--- config.mk ---
export PLATFORM = sky130hd
export DESIGN_NAME = rf_burst_driver
export DESIGN_NICKNAME = d
export VERILOG_FILES = /design/src/rtl/rf_pkg.sv /design/src/rtl/rf_sample_buf.sv /design/src/rtl/rf_burst_driver.sv
export SDC_FILE = /design/constraint.sdc
export NUM_CORES = 1
export LEC_CHECK = 0
export CORE_ASPECT_RATIO = 2
export CORE_MARGIN = 2
export CORE_UTILIZATION = 56
export CTS_CLUSTER_DIAMETER = 120
export DETAILED_ROUTE_END_ITERATION = 8
export PLACE_DENSITY_LB_ADDON = 0.25
export SETUP_SLACK_MARGIN = 0.5
export SYNTH_ARGS = -nofsm -noshare
export SYNTH_HDL_FRONTEND = slang
export SYNTH_SLANG_ARGS = --single-unit
export TNS_END_PERCENT = 50
--- constraint.sdc ---
create_clock -name clock -period 3.39 [get_ports clock]
set_input_delay 0.678 -clock clock [delete_from_list [all_inputs] [get_ports clock]]
set_output_delay 0.678 -clock clock [all_outputs]
set_load 0.005 [all_outputs]
--- src/rtl/rf_pkg.sv ---
// Shared types and sizing helpers for the range-finder burst driver.
package rf_pkg;

    localparam int DEFAULT_WIDTH = 16;
    localparam int DEFAULT_DEPTH = 8;

    typedef enum logic [2:0] {
        IDLE,
        GO,
        STREAM,
        FIN,
        CAP,
        DONE
    } rf_state_e;

    // The count must be able to represent a completely full buffer.
    function automatic int countWidth(input int depth);
        return $clog2(depth) + 1;
    endfunction

endpackage

--- src/rtl/rf_sample_buf.sv ---
// Write-pointer sample buffer: appends samples in order, exposes the fill
// count, and provides one combinational indexed read port.
module rf_sample_buf
    import rf_pkg::*;
#(
    parameter int WIDTH = DEFAULT_WIDTH,
    parameter int DEPTH = DEFAULT_DEPTH,
    localparam int CW = countWidth(DEPTH),
    localparam int AW = $clog2(DEPTH)
) (
    input  logic             clock,
    input  logic             reset,
    input  logic             wr_en_i,
    input  logic [WIDTH-1:0] wr_data_i,
    input  logic             clear_i,
    input  logic [AW-1:0]    rd_idx_i,
    output logic [WIDTH-1:0] rd_data_o,
    output logic [CW-1:0]    count_o
);

    logic [WIDTH-1:0] mem_q [DEPTH];
    logic [CW-1:0]    count_q;
    logic             doWrite;

    assign doWrite   = wr_en_i && (count_q < CW'(DEPTH));
    assign rd_data_o = mem_q[rd_idx_i];
    assign count_o   = count_q;

    // Sample storage carries no reset; only the count decides what is valid.
    always_ff @(posedge clock) begin
        if (doWrite) begin
            mem_q[count_q[AW-1:0]] <= wr_data_i;
        end
    end

    always_ff @(posedge clock) begin
        if (!reset) begin
            count_q <= '0;
        end else if (clear_i) begin
            count_q <= '0;
        end else if (doWrite) begin
            count_q <= count_q + CW'(1);
        end
    end

endmodule

--- src/rtl/rf_burst_driver.sv ---
// Initiator for the go/data/finish range protocol: buffers a burst, plays it
// out, then captures range/error. Optional RF_SELFCHECK_EN compares the
// returned range against the driver's own max-min of the played samples.
module rf_burst_driver
    import rf_pkg::*;
#(
    parameter int WIDTH = DEFAULT_WIDTH,
    parameter int DEPTH = DEFAULT_DEPTH
) (
    input  logic                   clock,
    input  logic                   reset,
    input  logic                   wr_valid,
    input  logic [WIDTH-1:0]       wr_data,
    output logic                   wr_ready,
    input  logic                   start,
    output logic                   busy,
    output logic [$clog2(DEPTH):0] count,
    output logic                   rf_go,
    output logic                   rf_finish,
    output logic [WIDTH-1:0]       rf_data,
    input  logic [WIDTH-1:0]       rf_range,
    input  logic                   rf_error,
    output logic                   done,
    output logic [WIDTH-1:0]       result,
    output logic                   result_error
);

    localparam int CW = countWidth(DEPTH);
    localparam int AW = $clog2(DEPTH);

    rf_state_e        state_q;
    logic [CW-1:0]    idx_q;
    logic [CW-1:0]    n_q;
    logic             wr_ready_q;
    logic             busy_q;
    logic             rf_go_q;
    logic             rf_finish_q;
    logic             done_q;
    logic             result_error_q;
    logic [WIDTH-1:0] rf_data_q;
    logic [WIDTH-1:0] result_q;

    logic [CW-1:0]    bufCount;
    logic [CW-1:0]    nBurst;
    logic [AW-1:0]    rdIdx;
    logic [WIDTH-1:0] rdData;
    logic [WIDTH-1:0] firstSample;
    logic             wrAccept;
    logic             clearBuf;
    logic             lastStep;
    logic             capError;

    assign wrAccept = wr_valid && wr_ready_q;
    assign clearBuf = (state_q == DONE);
    assign nBurst   = bufCount + CW'(wrAccept);
    assign lastStep = (n_q == CW'(1)) || (idx_q == n_q - CW'(1));

    // A sample loaded in the same cycle as start into an empty buffer is not
    // in memory yet, so the first sample is bypassed straight from wr_data.
    assign firstSample = (bufCount == '0) ? wr_data : rdData;

    always_comb begin
        rdIdx = '0;
        if ((state_q == GO || state_q == STREAM) && (n_q != CW'(1))) begin
            rdIdx = idx_q[AW-1:0];
        end
    end

`ifdef RF_SELFCHECK_EN
    logic [WIDTH-1:0] min_q;
    logic [WIDTH-1:0] max_q;
    logic [WIDTH-1:0] expRange;

    assign expRange = max_q - min_q;
    assign capError = rf_error | (rf_range != expRange);
`else
    assign capError = rf_error;
`endif

    rf_sample_buf #(
        .WIDTH(WIDTH),
        .DEPTH(DEPTH)
    ) u_buf (
        .clock    (clock),
        .reset    (reset),
        .wr_en_i  (wrAccept),
        .wr_data_i(wr_data),
        .clear_i  (clearBuf),
        .rd_idx_i (rdIdx),
        .rd_data_o(rdData),
        .count_o  (bufCount)
    );

    // Outputs are assigned for the state being entered, so every protocol
    // signal is a flop and lines up with the state it belongs to.
    always_ff @(posedge clock) begin
        if (!reset) begin
            state_q        <= IDLE;
            idx_q          <= '0;
            n_q            <= '0;
            wr_ready_q     <= 1'b1;
            busy_q         <= 1'b0;
            rf_go_q        <= 1'b0;
            rf_finish_q    <= 1'b0;
            rf_data_q      <= '0;
            done_q         <= 1'b0;
            result_q       <= '0;
            result_error_q <= 1'b0;
`ifdef RF_SELFCHECK_EN
            min_q          <= '0;
            max_q          <= '0;
`endif
        end else begin
            case (state_q)
                IDLE: begin
                    if (start && (nBurst == '0)) begin
                        state_q        <= DONE;
                        busy_q         <= 1'b1;
                        done_q         <= 1'b1;
                        result_error_q <= 1'b1;
                        wr_ready_q     <= 1'b0;
                    end else if (start) begin
                        state_q    <= GO;
                        busy_q     <= 1'b1;
                        rf_go_q    <= 1'b1;
                        rf_data_q  <= firstSample;
                        n_q        <= nBurst;
                        idx_q      <= CW'(1);
                        wr_ready_q <= 1'b0;
`ifdef RF_SELFCHECK_EN
                        min_q      <= firstSample;
                        max_q      <= firstSample;
`endif
                    end else begin
                        wr_ready_q <= (nBurst < CW'(DEPTH));
                    end
                end
                GO, STREAM: begin
                    rf_go_q   <= 1'b0;
                    rf_data_q <= rdData;
                    if (lastStep) begin
                        state_q     <= FIN;
                        rf_finish_q <= 1'b1;
                    end else begin
                        state_q <= STREAM;
                        idx_q   <= idx_q + CW'(1);
                    end
`ifdef RF_SELFCHECK_EN
                    if (rdData < min_q) min_q <= rdData;
                    if (rdData > max_q) max_q <= rdData;
`endif
                end
                FIN: begin
                    rf_finish_q <= 1'b0;
                    state_q     <= CAP;
                end
                CAP: begin
                    result_q       <= rf_range;
                    result_error_q <= capError;
                    done_q         <= 1'b1;
                    state_q        <= DONE;
                end
                DONE: begin
                    done_q     <= 1'b0;
                    busy_q     <= 1'b0;
                    wr_ready_q <= 1'b1;
                    state_q    <= IDLE;
                end
                default: begin
                    state_q <= IDLE;
                end
            endcase
        end
    end

    assign wr_ready     = wr_ready_q;
    assign busy         = busy_q;
    assign count        = bufCount;
    assign rf_go        = rf_go_q;
    assign rf_finish    = rf_finish_q;
    assign rf_data      = rf_data_q;
    assign done         = done_q;
    assign result       = result_q;
    assign result_error = result_error_q;

endmodule

==> flow_summary.yaml, run 1 <==
run_status:
  outcome: "finished, final reports clean"
detailed_routing:
  drc: 0
  drt_iter0_drc: 328
  vias: 4643
  wl_um: 16200
  viasPerCell: 6.03
  ant_nets: 0
  avgRoutedWirePerCell_um: 21.1
  first_pass_iters: 5
layout:
  final_nets: 650
  stdcell_count: 770
  final_common_cell: "edfxtp_1"
  antennaDiodeCount: 0
  final_area_um2: 8970
  final_cell_mix: "128 x edfxtp_1, 81 x nand2_1, 78 x clkdlybuf4s50_1"
  drive_gt1_share_pct: 19.9
  area_delta_synth_final_pct: 20.8
setup_path:
  worst_setup_path_end_kind: "flip-flop"
  cp.required_ns: 3.71
  worstPathArrival_ns: 2.95
  critPathKind: "input pin to flip-flop"
  critPathMaxFanout: 7
  crit_path_start_kind: "input pin"
floorplanning:
  die_y_um: 167
  die_area_um2: 14200
  die_w_um: 85.4
  num_io_pins: 79
  start_util_pct: 57.1
  rows: 59
  core-area_um2: 13000
placed_design:
  routabilityCongestion: 0.797
  numPortBuffers: 78
  dp_slack_ns: 0.345
  dp_hpwl_um: 10300
  placed_cell_area_um2: 8360
  dp_cells: 739
clock_tree:
  cts_hold_buffers: 0
  ctsRootBufferMaster: "clkbuf_16"
  cts_tree: "built"
  cts_sinks: 181
  cts_max_level: 4
  path_clk_slew_ns: 0.07
  cts_resized: 0
  post_cts_buffers: 0
  clockBufferDepth: 2
  worstSkewPairLatency_ns: 0.43
  cts_buffers: 17
yosys:
  synth-edff-count: 128
  ys_ff_latch: 181
  syn_inst: 524
  seq_area_frac_synth_pct: 66.1
  synth.area.top_cells: "edfxtp_1 52%, dfxtp_1 14%, mux4_2 4.9%, nand2_1 4.1%, a311oi_2 2.8%"
  ys.flop_type: "edfxtp_1"
  async_flop_share_pct: 0
  ys.warnings.count: 0
  yosysUniqueCellTypes: 59
  synth_top_area_share_pct: 51.8
  yosys.area.top_type: "edfxtp_1"
  synth_area_um2: 7420
  synth.avg_cell_area_um2: 14.2
  synth_nets: 568
sta:
  finalHoldViolCount: 0
  setup_ws_ns: 0.754
  slew_headroom_pct: 38.2
  finalSetupViolations: 0
  max_freq_mhz: 379
  drv_slew: 0
  rsz0062_at_grt: "false"
  finalCritPeriodShare_pct: 77.8
  tns_ns: 0
  worst_pin_slew_ns: 0.927
  period_minus_slack_ns: 2.64
  fin_skew_ns: 0.00866
power:
  power_density_nw_per_um2: 662
  p_leak_nw: 2.97
  ir_drop_mv: 0.529
  fin_total_pwr_w: 0.00594
global_routing:
  grt_pass1_vias: 4941
  overflow: 0
  grt_util_all_layers_pct: 24.0
  grt_first_pass_wirelength_um: 25600
  grt_max_degree: 34
  antenna_found_initial: 0
job:
  cap_violations: 0
hold_path:
  hold_class: "flip-flop to flip-flop"
-- final cells by class --
cell class / count / area, um^2
sequential: 181 / 4910
fill: 912 / 4020
multi-input combinational: 307 / 2330
timing repair buffer: 94 / 913
clock buffer: 17 / 425
tap: 152 / 190
clock inverter: 14 / 185
inverter: 5 / 18.8
-- report_power, final --
group	internal [W]	switching, W	leakage (nW)
registers	0.00254	0.000114	1.59
logic	0.000575	0.000706	1.08
clock network	0.00112	0.000886	0.301
-- registers in the layout (all words and copies together), names as in the netlist, 3 cells and up --
signal / flops
n_q: 4
rf_data: 16
idx_q: 4
u_buf.count_o: 4
state_q: 3
result: 16
u_buf.mem_q: 128
-- synth_stat cells, types with 2 or more instances --
cell type and count:
nor2_1 25, o21ai_1 10, mux4_2 16, dfxtp_1 53, nor3_1 4, o21ai_0 13
or3_1 2, nor2_2 10, a221oi_1 16, mux2_2 16, edfxtp_1 128, o211ai_1 16
inv_1 4, ha_1 7, xor2_1 2, nand3_1 3, nand3b_1 3, mux2i_1 3
clkbuf_1 11, xnor2_1 6, o41ai_2 2, buf_6 4, nand2_1 81, nor2b_1 2
a311oi_2 14, and2_1 2, a311oi_1 2, buf_2 8, buf_4 6, buf_1 2
a21oi_1 25
-- worst paths after layout --
check	slack (ns)	cells past startpoint	start	end
worst max register to register	1.02	6	idx_q[2]	rf_data[9]
worst min register to register	0.45	2	result[7]	result[7]
worst max-delay path	0.75	10	wr_valid	idx_q[0]
worst min-delay path	0.45	2	result[7]	result[7]
-- stage by stage --
step | util, % | hold slack [ns]
final | 69.0 | 0.454
after global placement | 64.3 | 0.442
after floorplan | - | 0.453
after global routing | 69.0 | 0.477
after detailed placement | 64.3 | 0.449
after CTS | 69.0 | 0.459
-- cell families after synthesis --
| group | count (synthesis) | share of synthesized area (%) |
|---|---|---|
| multiplexers | 35 | 7.69 |
| adder cells (fa/ha/maj) | 7 | 1.18 |
| flip-flops | 181 | 66.1 |
| buffers and inverters | 36 | 2.66 |
| XOR/XNOR | 9 | 1.16 |
| AO/OA/AOI/OAI | 110 | 11.9 |
| AND/OR/NAND/NOR | 146 | 9.34 |
-- routing by layer --
| metal | global-route usage (%) | wire length, um | vias to the layer above |
|---|---|---|---|
| li1 | - | - | 2154 |
| met5 | 0 | 0 | - |
| met2 | 43.4 | 9200 | 156 |
| met3 | 5.55 | 850 | 31 |
| met1 | 25.7 | 5770 | 2302 |
| met4 | 11.3 | 393 | 0 |
-- critical path, stage by stage --
cell and delay [ns]:
clkdlybuf4s50_1 0.40, and2_1 0.17, ha_1 0.22, ha_1 0.20, xor2_1 0.16, nor3_1 0.23
nor2b_4 0.31, o21a_1 0.25, nor2_1 0.09, o221a_1 0.24
Note: power is estimated with default switching activity, not from simulation.
==> run 2: changes to the inputs <==
--- a/config.mk
+++ b/config.mk
@@ -7,7 +7,7 @@
 export LEC_CHECK = 0
 export CORE_ASPECT_RATIO = 2
 export CORE_MARGIN = 2
-export CORE_UTILIZATION = 56
+export CORE_UTILIZATION = 51
 export CTS_CLUSTER_DIAMETER = 120
 export DETAILED_ROUTE_END_ITERATION = 8
 export PLACE_DENSITY_LB_ADDON = 0.25
==> constraint.sdc (replaced) <==
create_clock -name clock -period 2.2 [get_ports clock]
set_input_delay 0.44 -clock clock [delete_from_list [all_inputs] [get_ports clock]]
set_output_delay 0.44 -clock clock [all_outputs]
set_load 0.005 [all_outputs]
==> run 2 against run 1 <==
Sequential power rose by 56%. Routed wire length grew 14%. Clock power increased by 54%. Setup slack worse by 0.66 ns. Sequential cell count is the same. Critical path depth increased by 1. Critical endpoint is now rf_data[2]. Worst hold slack improved by 0.0013 ns. Clock-buffer cell count unchanged. First-iteration DRC count is 10% lower. Clock skew barely moved. Final area is 10% higher. Via count increased by 6.6%.
==> flow_summary.yaml, run 2 (same netlist as run 1, synthesis figures left out) <==
floorplanning:
  core-area_um2: 14300
  die_y_um: 175
  num_io_pins: 79
  die_area_um2: 15600
  start_util_pct: 52.0
  die_w_um: 89.3
  rows: 62
run_status:
  outcome: "finished, final reports clean"
clock_tree:
  ctsRootBufferMaster: "clkbuf_16"
  cts_buffers: 17
  cts_max_level: 4
  cts_tree: "built"
  path_clk_slew_ns: 0.07
  worstSkewPairLatency_ns: 0.42
  cts_sinks: 181
  clockBufferDepth: 2
global_routing:
  grt_max_degree: 24
  antenna_found_initial: 0
  overflow: 0
  grt_util_all_layers_pct: 24.0
  grt_first_pass_wirelength_um: 27400
  grt_pass1_vias: 5196
layout:
  final_common_cell: "edfxtp_1"
  final_cell_mix: "128 x edfxtp_1, 79 x nand2_1, 56 x clkdlybuf4s50_1"
  register_area_um2: 4950
  drive_gt1_share_pct: 33.0
  largest_reg_flops: 128
  area_delta_synth_final_pct: 33.1
  nFillCells: 1014
  final_nets: 695
  multiInputGateArea_um2: 2600
  final_util_pct: 69.2
  antennaDiodeCount: 0
setup_path:
  r2r-end: "rf_data[2]"
  r2r_cells: 11
  crit_path_start_kind: "flip-flop"
  critPathKind: "flip-flop to flip-flop"
  critPathLaunch: "wr_ready"
  crit_end: "rf_data[2]"
  critPathMaxFanout: 10
  worstPathArrival_ns: 2.42
  r2r-start: "wr_ready"
  cp.required_ns: 2.52
  ff2ff_setup_slack_ns: 0.1
  worst_setup_path_end_kind: "flip-flop"
power:
  sw_frac_of_total_pct: 28.9
  power_density_nw_per_um2: 999
  p_sw_w: 0.00285
  p_int_w: 0.00701
  ir_drop_mv: 0.906
  p_seq_share_pct: 42.0
  p_clk_share_pct: 31.3
  p_leak_nw: 3.38
  pwr-share-comb_pct: 26.7
sta:
  fin_skew_ns: 0.00821
  tns_ns: 0
  finalHoldViolCount: 0
  finalSetupViolations: 0
  rsz0062_at_grt: "true"
  max_freq_mhz: 476
  period_minus_slack_ns: 2.10
  finalCritPeriodShare_pct: 95.5
  worst_pin_slew_ns: 0.654
  drv_slew: 0
  slew_headroom_pct: 56.4
detailed_routing:
  ant_nets: 0
  first_pass_iters: 4
  vias: 4951
  avgRoutedWirePerCell_um: 21.6
  wl_um: 18500
  drt_iter0_drc: 294
  viasPerCell: 5.78
  drc: 0
placed_design:
  numPortBuffers: 78
  dp_hpwl_um: 11300
  routabilityCongestion: 0.849
hold_path:
  hold_class: "flip-flop to flip-flop"
job:
  cap_violations: 0
run 2: final cells by class:
cell class,count,share of cell area (%)
clock inverter,15,1.76
timing repair buffer,138,14.8
tap,192,2.43
inverter,5,0.190
clock buffer,17,4.31
multi-input combinational,308,26.4
sequential,181,50.1
run 2: power by group through the flow:
stage | clock network [W] | logic, W | registers, W
after CTS | 0.00312 | 0.00244 | 0.00413
after global placement | 0 | 0.00223 | 0.00417
final | 0.00309 | 0.00264 | 0.00414
after floorplan | 0 | 0.00141 | 0.00416
after global routing | 0.00325 | 0.00284 | 0.00416
after detailed placement | 0 | 0.00231 | 0.00418
run 2: what timing repair did:
item | CTS | global route
setup buffers | 14 | 5
endpoints found under the setup margin | 101 | 51
cloned | 2 | 3
hold buffers | 0 | 0
pin swaps | 8 | 11
gates resized for setup | 66 | 19
run 2: worst min-delay path by stage:
stage | slack (ns) | from | end | cells past startpoint
3_5_place_dp | 0.45 | result[6] | result[6] | 2
5_1_grt | 0.48 | result[9] | result[9] | 2
4_1_cts | 0.46 | result[6] | result[6] | 2
2_1_floorplan | 0.45 | result[0] | result[0] | 2
6_report | 0.46 | result[11] | result[11] | 2
3_3_place_gp | 0.44 | result[12] | result[12] | 2
run 2: critical path: stages (launching register included):
cell      delay [ns]
dfxtp_2         0.32
and2_4          0.14
ha_4            0.16
ha_4            0.17
xor2_4          0.15
buf_6           0.12
nor3_4          0.12
nor2b_4         0.22
o21ai_4         0.07
buf_4           0.14
buf_12          0.15
a311oi_2        0.22
run 2: per-layer routing:
metal	vias up	GRT usage, %	part of all wire (%)
li1	2249	-	-
met1	2498	25.9	36
met2	168	43.4	57
met3	36	4.87	4.2
met4	0	10.7	2.8
met5	-	0	0
run 2: per-stage QoR:
stage / total power (W) / worst slack [ns] / instance area (um^2) / instances / hold slack [ns]
after detailed placement: 0.00649 / -0.429 / 8860 / 800 / 0.448
after global placement: 0.00640 / -0.374 / 8860 / 800 / 0.443
after floorplan: 0.00557 / 0.123 / 7620 / 524 / 0.453
final: 0.00987 / 0.0986 / 9880 / 856 / 0.455
after global routing: 0.0102 / 0.0169 / 9880 / 856 / 0.481
after CTS: 0.00969 / 0.0269 / 9700 / 848 / 0.458
==> run 3: changes to the inputs <==
--- a/config.mk
+++ b/config.mk
@@ -8,6 +8,7 @@
 export CORE_ASPECT_RATIO = 2
 export CORE_MARGIN = 2
 export CORE_UTILIZATION = 51
+export CTS_BUF_LIST = sky130_fd_sc_hd__clkbuf_16
 export CTS_CLUSTER_DIAMETER = 120
 export DETAILED_ROUTE_END_ITERATION = 8
 export PLACE_DENSITY_LB_ADDON = 0.25
==> results of run 3 <==
The final DEF is identical to that of run 2; final timing and power are the same.
==> RTL change 1, RTL diff (config.mk and constraints of run 1) <==
The package constant `DEFAULT_WIDTH` goes from 16 to 32.
--- a/src/rtl/rf_pkg.sv
+++ b/src/rtl/rf_pkg.sv
@@ -1,7 +1,7 @@
 // Shared types and sizing helpers for the range-finder burst driver.
 package rf_pkg;
 
-    localparam int DEFAULT_WIDTH = 16;
+    localparam int DEFAULT_WIDTH = 32;
     localparam int DEFAULT_DEPTH = 8;
 
     typedef enum logic [2:0] {
Interface: changed (resized result, rf_data, rf_range and wr_data); port bits go from 79 to 143. The function was not compared with the original's and may differ.
==> RTL change 1 against run 1 <==
Area after synthesis rose by 83%. Sequential cell count rose by 160. Global-route usage rose by 0.73 points. Count of clock-buffer cells in the layout rose by 20. Maximum frequency fell by 7.4%. Wire length rose by 95%. Setup slack got worse by 0.21 ns. Critical path depth did not move. Sequential power rose by 89%. Power rose by 75%. Critical path type unchanged. Die area rose by 79%. Final area rose by 82%. Largest power group unchanged.
==> RTL change 1: results (changes against run 1) <==
\begin{tabular}{lr}
\hline
Metric & Value \\
\hline
\multicolumn{2}{l}{\textbf{Placement}} \\
\quad Half-perimeter wire length after detailed placement & 18460 um (+80\%) \\
\quad Gp weighted congestion & 0.7607 (-4.5\%) \\
\quad Placed Area & 15440 um2 (+85\%) \\
\quad Place WS & 0.06916 ns (-0.2753 ns) \\
\multicolumn{2}{l}{\textbf{Pwr}} \\
\quad Leak pwr & 0.005147 uW (+73\%) \\
\quad Largest voltage drop on the vdd net & 0.5308 mV (+0.32\%) \\
\multicolumn{2}{l}{\textbf{CTS}} \\
\quad Clock H-tree levels & 1 (-3) \\
\multicolumn{2}{l}{\textbf{Critical path}} \\
\quad Reg-to-reg critical path startpoint & wr\_ready \\
\quad Largest fanout on the critical path & 24 (+17) \\
\quad Largest stage delay, worst path & 0.75 ns (+0.35 ns) \\
\quad Delay-heaviest family, CP & compound AO/OA/AOI/OAI gates \\
\multicolumn{2}{l}{\textbf{Global route}} \\
\quad GRT Overall Usage & 24.69\% (+0.73 points) \\
\quad Pin count of the biggest net entering global routing & 49 (+44\%) \\
\quad Vias in the first global route & 8832 (+79\%) \\
\multicolumn{2}{l}{\textbf{Synth}} \\
\quad Area contributors post-synth & edfxtp\_1 (57\%), dfxtp\_1 (13\%), mux4\_2 (5.3\%) \\
\quad Number of flops mapped to enable cells by yosys & 256 (+100\%) \\
\quad Avg Cell Area, Syn & 13.99 um2 (-1.2\%) \\
\multicolumn{2}{l}{\textbf{Finish}} \\
\quad Non-filler instance count after layout & 1402 (+82\%) \\
\quad Fraction of final layout cells sized beyond drive strength 1 & 12.65\% (-7.3 points) \\
\quad Max FFs per register & 256 (+100\%) \\
\multicolumn{2}{l}{\textbf{Hold path}} \\
\quad Hold path startpoint & busy \\
\multicolumn{2}{l}{\textbf{Drt}} \\
\quad Routed wire length & 31560 um (+95\%) \\
\quad Initial DRC Count & 638 (+95\%) \\
\multicolumn{2}{l}{\textbf{Run status}} \\
\quad Run status & complete, no violations \\
\multicolumn{2}{l}{\textbf{Timing}} \\
\quad Slew at the pin closest to its max-slew limit & 1.119 ns (+0.1918 ns) \\
\hline
\end{tabular}
[RTL change 1: cell types whose count changed after synthesis, sizes merged, moves of 23 or more]
cell           run 1  this run
edfxtp           128       256
a31oi              0        58
clkbuf            11        45
a211oi             1        33
dfxtp             53        85
nor2              35        60
o22ai              1        26
nand3              5        29
nand2             83       106
[RTL change 1: layer usage]
metal	up-vias	global-route usage [%]	wire (um)
met5	-	0	0
met4	0	12.27	1380
met3	87	3.598	1811
met2	338	44.60	16970
met1	4294	28.08	11400
li1	3967	-	-
[RTL change 1: report_power, final]
part           total, uW  leakage [uW]  internal [uW]  switching, uW
clock network       3160      0.000424           1760           1390
registers           5020       0.00302           4760            252
logic               2220       0.00170           1030           1190
total              10400       0.00515           7560           2840
[RTL change 1: worst paths after layout]
kind / endpoint / slack (ns) / cells after the start
hold reg to reg: busy / 0.45 / 2
setup / recovery: rf_data[8] / 0.54 / 10
setup reg to reg: rf_data[8] / 0.73 / 9
hold / removal: busy / 0.45 / 2
[RTL change 1: cell families (layout without fill, tap and decap cells)]
logic type      Yosys count  count (layout)  synth area share (%)
mux                      65              65                 7.972
buf+inv                  78             224                 2.694
fa+ha+maj                 7               7                0.6458
flops                   341             341                 69.24
xor+xnor                  8               8                0.5166
compound gates          225             225                 10.87
simple gates            245             245                 8.064
[RTL change 1: repair_timing]
item | in CTS | in global routing
hold buffers | 0 | 0
resized for setup | 0 | 1
setup endpoints to repair | 0 | 32
[RTL change 1: layout make-up]
class | instances | area (um2)
Timing Repair Buffer | 169 | 1787
Sequential cell | 341 | 9397
Clock inverter | 12 | 141.4
Inverter | 6 | 22.52
Clock buffer | 37 | 743.2
Multi-Input combinational cell | 550 | 3876
Tap cell | 287 | 359.1
Fill cell | 1660 | 7497
==> RTL change 2, RTL diff (config.mk and constraints of run 1) <==
Made on the original files. Put a register stage on the output `count`. The value now appears one clock later. The other outputs are not delayed to match. Comments in the files are not updated.
--- a/src/rtl/rf_burst_driver.sv
+++ b/src/rtl/rf_burst_driver.sv
@@ -175,7 +175,9 @@
 
     assign wr_ready     = wr_ready_q;
     assign busy         = busy_q;
-    assign count        = bufCount;
+    always_ff @(posedge clock) begin
+        count <= bufCount;
+    end
     assign rf_go        = rf_go_q;
     assign rf_finish    = rf_finish_q;
     assign rf_data      = rf_data_q;
Formal check against the unedited RTL: not equivalent (a bounded check fails within 4 cycles, from zero or initial values and one cycle with reset low).
==> RTL change 2 against run 1 <==
Power is essentially flat. Final area increased by 1.4%. Critical endpoint is now rf_data[9]. Sequential cell count up 4. Final cell count grew 1.7%. Setup slack improved by 0.066 ns. Maximum frequency is 2.6% higher. Wire length shrank 2.4%. Worst hold slack worse by 0.0095 ns. Area after synthesis increased by 1.3%. Clock power shrank 5%.
==> RTL change 2: results (changes against run 1) <==
\begin{tabular}{lr}
\hline
Metric & Value \\
\hline
\multicolumn{2}{l}{\textbf{Finish}} \\
\quad Nets & 662 (+1.8\%) \\
\quad Max FFs per register & 128 (unchanged) \\
\quad Fraction of final layout cells sized beyond drive strength 1 & 13.31\% (-6.6 points) \\
\quad Non-filler instance count after layout & 783 (+1.7\%) \\
\multicolumn{2}{l}{\textbf{Run status}} \\
\quad Run status & complete, no violations \\
\multicolumn{2}{l}{\textbf{Timing}} \\
\quad Worst slew slack as a fraction of its limit & 45.86\% (+7.7 points) \\
\quad Worst slack on hold paths & 0.4445 ns (-0.009542 ns) \\
\quad Skew final & 0.01347 ns (+0.004811 ns) \\
\multicolumn{2}{l}{\textbf{Pwr}} \\
\quad Leak pwr & 0.002991 uW (+0.57\%) \\
\quad Largest voltage drop on the vdd net & 0.3994 mV (-25\%) \\
\multicolumn{2}{l}{\textbf{Placement}} \\
\quad Half-perimeter wire length after detailed placement & 10400 um (+1.3\%) \\
\quad Count of port buffers added during placement & 78 (unchanged) \\
\quad Placed Cells & 751 (+1.6\%) \\
\quad Gp weighted congestion & 0.8251 (+3.6\%) \\
\multicolumn{2}{l}{\textbf{CTS}} \\
\quad Clk buf depth & 2 (unchanged) \\
\quad Later-pin clock latency in the skew report & 0.43 ns (about the same) \\
\quad Post-CTS Resized & 0 (unchanged) \\
\multicolumn{2}{l}{\textbf{Hold path}} \\
\quad Hold path startpoint & u\_buf.count\_o[0] \\
\quad Worst Hold Depth & 0 (-2) \\
\quad Hold Path Sink & count[0] \\
\multicolumn{2}{l}{\textbf{Critical path}} \\
\quad Largest fanout on the critical path & 11 (+4) \\
\quad R2R cell count & 4 (-2) \\
\quad Endpoint of the worst register-to-register path & rf\_data[1] \\
\quad Setup slack on the worst flop-to-flop path & 1.14 ns (+0.12 ns) \\
\quad Arrival time worst endpoint & 2.93 ns (-0.02 ns) \\
\quad Reg-to-reg critical path startpoint & state\_q[2] \\
\multicolumn{2}{l}{\textbf{Drt}} \\
\quad Routed wire length & 15830 um (-2.4\%) \\
\quad Detailed-route via count & 4625 (-0.39\%) \\
\quad Count of TritonRoute iterations in the first routing pass & 4 (-1) \\
\quad Initial DRC Count & 331 (+0.91\%) \\
\multicolumn{2}{l}{\textbf{Global route}} \\
\quad Pin count of the biggest net entering global routing & 41 (+21\%) \\
\quad Wire length of the first global-routing pass & 24520 um (-4.3\%) \\
\quad GRT Overall Usage & 22.75\% (-1.2 points) \\
\multicolumn{2}{l}{\textbf{Synth}} \\
\quad Post-synth top cells & edfxtp\_1 (128), nand2\_1 (65), dfxtp\_1 (57), mux2i\_1 (54), nor2\_1 (23) \\
\quad Avg Cell Area, Syn & 14.16 um2 (about the same) \\
\quad Yosys synthesis warning count & 0 (unchanged) \\
\quad Synth unique cells & 50 (-15\%) \\
\quad Area contributors post-synth & edfxtp\_1 (51\%), dfxtp\_1 (15\%), mux2i\_1 (7.2\%) \\
\quad Net count of the mapped netlist & 575 (+1.2\%) \\
\hline
\end{tabular}
==> RTL change 2: kinds of logic (layout without fill, tap and decap cells) <==
kind of cell,after synthesis,count (layout),synth area share [%]
buffers and inverters,33,133,2.130
AO/OA/AOI/OAI,76,76,7.307
AND/OR/NAND/NOR,149,149,9.621
flip-flops,185,185,66.31
XOR/XNOR,11,11,1.481
adder cells (fa/ha/maj),7,7,1.165
multiplexers,70,70,11.98
==> RTL change 2: how the worst max path moves through the flow <==
| stage | depth (start not counted) | endpoint | startpoint | slack [ns] |
|---|---|---|---|---|
| after floorplan | 4 | u_buf.mem_q[0][0] | wr_valid | 0.60 |
| after global placement | 10 | rf_data[1] | wr_valid | 0.44 |
| after detailed placement | 9 | rf_data[9] | wr_valid | 0.40 |
| after CTS | 9 | rf_data[9] | wr_valid | 0.82 |
| after global routing | 9 | rf_data[6] | wr_valid | 0.65 |
| final | 9 | rf_data[9] | wr_valid | 0.82 |
==> RTL change 2: layout make-up <==
class | instances | area, um2
Inverter | 5 | 18.77
Clock buffer | 17 | 425.4
Tap cell | 152 | 190.2
Multi-Input combinational cell | 313 | 2387
Fill cell | 899 | 3969
Timing Repair Buffer | 96 | 928.4
Sequential cell | 185 | 4986
Clock inverter | 15 | 161.4
==> RTL change 2: metrics by stage <==
stage | power [uW] | worst slack [ns] | instance area, um2 | util, %
2_1_floorplan | 3520 | 0.6049 | 7517 | -
5_1_grt | 6196 | 0.6476 | 9097 | 69.63
3_5_place_dp | 4090 | 0.4010 | 8511 | 65.13
3_3_place_gp | 4054 | 0.4369 | 8511 | 65.13
6_report | 5937 | 0.8197 | 9097 | 69.63
4_1_cts | 5974 | 0.8231 | 9097 | 69.63
==> RTL change 2: routing by layer <==
metal / vias up / wire [um] / global-route usage [%] / part of all wire, %
met1: 2296 / 5949 / 25.43 / 38
met3: 25 / 689 / 4.216 / 4.4
met2: 132 / 8871 / 41.56 / 56
met4: 0 / 321 / 9.248 / 2.0
li1: 2172 / - / - / -
met5: - / 0 / 0 / 0
==> RTL change 2: power by group <==
part           switching, uW  internal (uW)  leakage, uW
combinational            660            631      0.00108
clock                    913            985     0.000289
sequential               137           2610      0.00163
==> RTL change 2: critical path: stages <==
cell,delay [ns]
clkdlybuf4s50_1,0.45
and2_1,0.16
ha_1,0.17
nand3_1,0.13
xor2_1,0.39
a21oi_2,0.15
nor3_2,0.36
buf_4,0.29
a32o_1,0.15
